`src/rtl/mem_fetch_arbiter.sv`:
```
// mem_fetch_arbiter: shares a byte-wide big-endian memory between the
// instruction-fetch and data-load ports. Each grant performs four byte reads
// assembled MSB-first into a 32-bit word, returned with a one-cycle Ack.
// Optional feature: define ARB_ROUND_ROBIN_EN to alternate grants on ties;
// otherwise the data-load port always wins a tie.
module mem_fetch_arbiter #(
    parameter int unsigned ADDR_W = 32
) (
    input  logic              CLK,
    input  logic              RST,
    input  logic              IfReq,
    input  logic [31:0]       IfAddr,
    output logic              IfAck,
    output logic [31:0]       IfData,
    input  logic              DmReq,
    input  logic [31:0]       DmAddr,
    output logic              DmAck,
    output logic [31:0]       DmData,
    output logic [ADDR_W-1:0] MemAddr,
    output logic              MemRd,
    input  logic [7:0]        MemByte,
    output logic              Busy
);

    typedef enum logic [1:0] {
        IDLE = 2'd0,
        READ = 2'd1,
        ACK  = 2'd2
    } state_t;

    state_t      state;
    state_t      state_next;
    logic [1:0]  cnt;
    logic [31:0] base;
    logic [31:0] asm_word;
    logic [31:0] word_done;
    logic [31:0] byte_addr;
    logic        owner_dm;
    logic        grant_dm;

`ifdef ARB_ROUND_ROBIN_EN
    logic        last_dm;
`endif

    // Next-state, grant selection and memory-bus decode (bus from registers only)
    always_comb begin
        state_next = state;
        MemRd      = 1'b0;
        MemAddr    = '0;
        byte_addr  = base + {30'd0, cnt};
        word_done  = {asm_word[23:0], MemByte};
`ifdef ARB_ROUND_ROBIN_EN
        grant_dm   = DmReq && !(IfReq && last_dm);
`else
        grant_dm   = DmReq;
`endif
        case (state)
            IDLE: begin
                if (IfReq || DmReq) begin
                    state_next = READ;
                end
            end
            READ: begin
                MemRd   = 1'b1;
                MemAddr = byte_addr[ADDR_W-1:0];
                if (cnt == 2'd3) begin
                    state_next = ACK;
                end
            end
            ACK: begin
                state_next = IDLE;
            end
            default: begin
                state_next = IDLE;
            end
        endcase
    end

    // State register
    always_ff @(posedge CLK or negedge RST) begin
        if (!RST) begin
            state <= IDLE;
        end else begin
            state <= state_next;
        end
    end

    // Datapath: request latch, byte assembly, registered Ack/Data/Busy
    always_ff @(posedge CLK or negedge RST) begin
        if (!RST) begin
            cnt      <= '0;
            base     <= '0;
            asm_word <= '0;
            owner_dm <= 1'b0;
            IfAck    <= 1'b0;
            DmAck    <= 1'b0;
            IfData   <= '0;
            DmData   <= '0;
            Busy     <= 1'b0;
`ifdef ARB_ROUND_ROBIN_EN
            last_dm  <= 1'b1;
`endif
        end else begin
            IfAck <= 1'b0;
            DmAck <= 1'b0;
            case (state)
                IDLE: begin
                    if (IfReq || DmReq) begin
                        base     <= grant_dm ? DmAddr : IfAddr;
                        owner_dm <= grant_dm;
                        cnt      <= '0;
                        Busy     <= 1'b1;
`ifdef ARB_ROUND_ROBIN_EN
                        last_dm  <= grant_dm;
`endif
                    end
                end
                READ: begin
                    asm_word <= word_done;
                    cnt      <= cnt + 2'd1;
                    // The word is published on the edge entering ACK so that
                    // Data and Ack are registered and valid throughout ACK.
                    if (cnt == 2'd3) begin
                        if (owner_dm) begin
                            DmData <= word_done;
                            DmAck  <= 1'b1;
                        end else begin
                            IfData <= word_done;
                            IfAck  <= 1'b1;
                        end
                    end
                end
                ACK: begin
                    Busy <= 1'b0;
                end
                default: begin
                    Busy <= 1'b0;
                end
            endcase
        end
    end

endmodule

```
`config.mk`:
```
export PLATFORM = sky130hd
export DESIGN_NAME = mem_fetch_arbiter
export DESIGN_NICKNAME = d
export VERILOG_FILES = /design/src/rtl/mem_fetch_arbiter.sv
export SDC_FILE = /design/constraint.sdc
export NUM_CORES = 1
export LEC_CHECK = 0
export BUFFER_PORTS_ARGS = -buffer_cell sky130_fd_sc_hd__buf_4
export CORE_MARGIN = 2
export CORE_UTILIZATION = 34
export CTS_BUF_LIST = sky130_fd_sc_hd__clkbuf_8
export CTS_CLUSTER_SIZE = 25
export DETAILED_ROUTE_END_ITERATION = 10
export GPL_TIMING_DRIVEN = 0
export SETUP_SLACK_MARGIN = 0.3
export SYNTH_ARGS = -nofsm -noshare
export SYNTH_HDL_FRONTEND = slang
export SYNTH_SLANG_ARGS = --single-unit
```
`constraint.sdc`:
```
create_clock -name CLK -period 3.8 [get_ports CLK]
set_clock_uncertainty 0.2 [all_clocks]
set_input_delay 0.76 -clock CLK [delete_from_list [all_inputs] [get_ports CLK]]
set_output_delay 0.76 -clock CLK [all_outputs]
set_load 0.005 [all_outputs]
```
==> results.sh <==
export IMPL_timing_final_ws_setup_ns=0.329
export IMPL_areaGrowthSynthToFinish_pct=39.4
export IMPL_clk_latency_ns=0.43
export IMPL_p_int_mw=4.10
export IMPL_synth_enable_flop_cells=0
export IMPL_drc_errors=0
export IMPL_max_cap_violations=0
export IMPL_place_congestion=0.818
export IMPL_fin_cells=998
export IMPL_p_per_area_nw_per_um2=793
export IMPL_post_route_util=0.479
export IMPL_ff2ff_path_depth=6
export IMPL_final_nets=840
export IMPL_crit_type="flip-flop to output port"
export IMPL_worstPathArrival_ns=2.51
export IMPL_avgRoutedWirePerCell_um=16.5
export IMPL_worstMarginPinSlew_ns=0.799
export IMPL_port_buffers=174
export IMPL_setup_tns_ns=0
export IMPL_synth_cells=549
export IMPL_async_reset_ff_frac=1.00
export IMPL_setup_viol=0
export IMPL_io_pins=176
export IMPL_postRouteAntennaNets=0
export IMPL_wl_um=16500
export IMPL_grt_pass1_wl_um=25500
export IMPL_ys_types=32
export IMPL_rsz0062_at_grt="yes"
export IMPL_firstDrtPassIters=6
export IMPL_core_um2=17100
export IMPL_syn_cell_area_um2=5890
export IMPL_grt_start_max_net_pins=67
export IMPL_cts_tree="done"
export IMPL_row_count=48
export IMPL_fin_crit_sh=0.913
export IMPL_drive_above_1_share=0.420
export IMPL_grt_pass1_vias=4868
export IMPL_root_buffer="clkbuf_8"
export IMPL_cts_htree_levels=4
export IMPL_yosysTopAreaCellShare=0.544
export IMPL_critical_path_required_ns=2.84
export IMPL_ys_seq_elements=128
export IMPL_final_hold_viol_count=0
export IMPL_status="finished, final reports clean"
export IMPL_antenna_found_initial=0
export IMPL_layout_commonest_cell="buf_4"
export IMPL_place_hpwl_um=12100
export IMPL_layout_common_cells="buf_4 (190), dfrtp_1 (124), nand2_1 (121)"
export IMPL_synth_fp_nets=629
export IMPL_hold_path_class="primary input to asynchronous set/reset pin"
export IMPL_seqPwrFrac=0.401
export IMPL_yosysSeqAreaShare=0.544
export IMPL_pre_cts_slack_ns=0.373
export IMPL_ys_warn_count=0
export IMPL_power_leakage_nw=3.92
export IMPL_synth_top_area_cell="dfrtp_1"
export IMPL_min_period_ns=3.47
export IMPL_start_kind="flip-flop"
export IMPL_vias=4909
export IMPL_diodes=0
export IMPL_pwr_share_comb=0.421
export IMPL_initial_core_util=0.344
export IMPL_dieArea_um2=18400
export IMPL_holdBufCountCts=0
export IMPL_irDropWorstVdd_mv=0.406
export IMPL_ys_top_cells_by_area="dfrtp_1 (54%), mux2_2 (12%), nand2_1 (7.8%)"
export IMPL_overflow=0
export IMPL_critPathCaptureType="output port"
export IMPL_fmax_mhz=288
export IMPL_path_max_fanout=5
export IMPL_numCtsBuffers=17
export IMPL_synth_ff_type="dfrtp_1"
export IMPL_netSwitchingFraction=0.370
export IMPL_syn_area_per_cell_um2=10.7
export IMPL_grt_total_usage=0.179
export IMPL_cts_sinks=128
export IMPL_clkTransAtPathRegs_ns=0.08
export IMPL_cts_buffer_depth=2
export IMPL_drt_iter0_markers=310
export IMPL_slew_headroom=0.467
export IMPL_num_fill_cells=1624
export IMPL_die_h_um=136
export IMPL_finalMaxSlewViolations=0
export IMPL_die_w_um=136
export IMPL_power_clock_fraction=0.177
export IMPL_routed_via_density=4.92
export IMPL_dp_cells=949
export IMPL_p_sw_mw=2.40
[stage by stage]
| stage | cell area [µm²] | hold WS, ns | power (mW) |
|---|---|---|---|
| after floorplan | 5890 | 0.254 | 3.75 |
| after global routing | 8210 | 0.126 | 6.98 |
| after global placement | 7470 | 0.271 | 5.12 |
| after detailed placement | 7510 | 0.281 | 5.21 |
| after CTS | 8040 | 0.110 | 6.48 |
| final | 8210 | 0.100 | 6.51 |
[Yosys cell counts, drive strengths merged (3+ instances only)]
library cell  count
xor2              6
buf              14
or3               3
xnor2             6
o21ai            41
nand2           122
nand4            10
inv               7
nor4              4
ha                3
mux2             64
and2              4
mux2i            33
o31ai            11
or4              11
nand3             9
a21oi            18
clkbuf           19
and4              6
nor2             14
nor3              3
dfrtp           128
and3              3
[cell families after synthesis]
family,after synthesis,synth area share
simple gates,195,0.154
xor+xnor,12,0.0179
mux,97,0.179
buf+inv,40,0.0270
flops,128,0.544
compound gates,73,0.0687
fa+ha+maj,4,0.00978
[sequential cells by signal, indices dropped and copies added, names as in the netlist, 2 cells and up]
signal and cells:
base 32, asm_word 24, DmData 32, cnt 2, IfData 32, state 2
[power by group through the flow]
stage               Clock [mW]  Sequential [mW]  Combinational, mW
floorplan                    0             2.48               1.27
global placement             0             2.59               2.53
detailed placement           0             2.62               2.59
CTS                       1.19             2.60               2.69
global route              1.25             2.71               3.03
finish                    1.15             2.61               2.74
[final cells by class]
| cell class | instances | area (µm²) | share of cell area |
|---|---|---|---|
| clock inverters | 14 | 143 | 0.0174 |
| well taps | 225 | 282 | 0.0343 |
| repair buffers | 192 | 1470 | 0.179 |
| inverters | 7 | 26.3 | 0.00320 |
| multi-input cells | 381 | 2660 | 0.324 |
| flip-flops and latches | 128 | 3210 | 0.391 |
| clock buffers | 18 | 248 | 0.0302 |
| plain buffers | 33 | 170 | 0.0207 |
[worst max-delay path, cell delays in order (launching register included)]
cell and delay, ns:
dfrtp_1 0.40, ha_4 0.16, fa_2 0.19, and4_4 0.23
buf_8 0.12, nand4_1 0.13, buf_4 0.18, or4_4 0.41
a21oi_2 0.13, buf_4 0.13
[final timing paths]
kind	startpoint	endpoint	slack, ns
setup / recovery	cnt[0]	MemAddr[30]	0.33
hold / removal	RST	IfData[5]	0.10
setup reg to reg	cnt[1]	DmData[0]	1.29
hold reg to reg	asm_word[16]	asm_word[16]	0.30
max in group asynchronous	RST	base[28]	2.55
min in group CLK	asm_word[16]	asm_word[16]	0.30
[per-layer routing]
| layer | GRT usage | up-vias | wire length (µm) |
|---|---|---|---|
| li1 | - | 2341 | - |
| met1 | 0.236 | 2417 | 7380 |
| met2 | 0.289 | 140 | 8120 |
| met3 | 0.0501 | 11 | 822 |
| met4 | 0.0538 | 0 | 172 |
| met5 | 0 | - | 0 |
[repair_timing]
item | in CTS | in global routing
endpoints found under the hold margin | 0 | 0
setup buffers | 6 | 11
endpoints found under the setup margin | 17 | 15
resized for setup | 23 | 24
pin swaps | 6 | 11
Power figures use the tool's default switching activity.
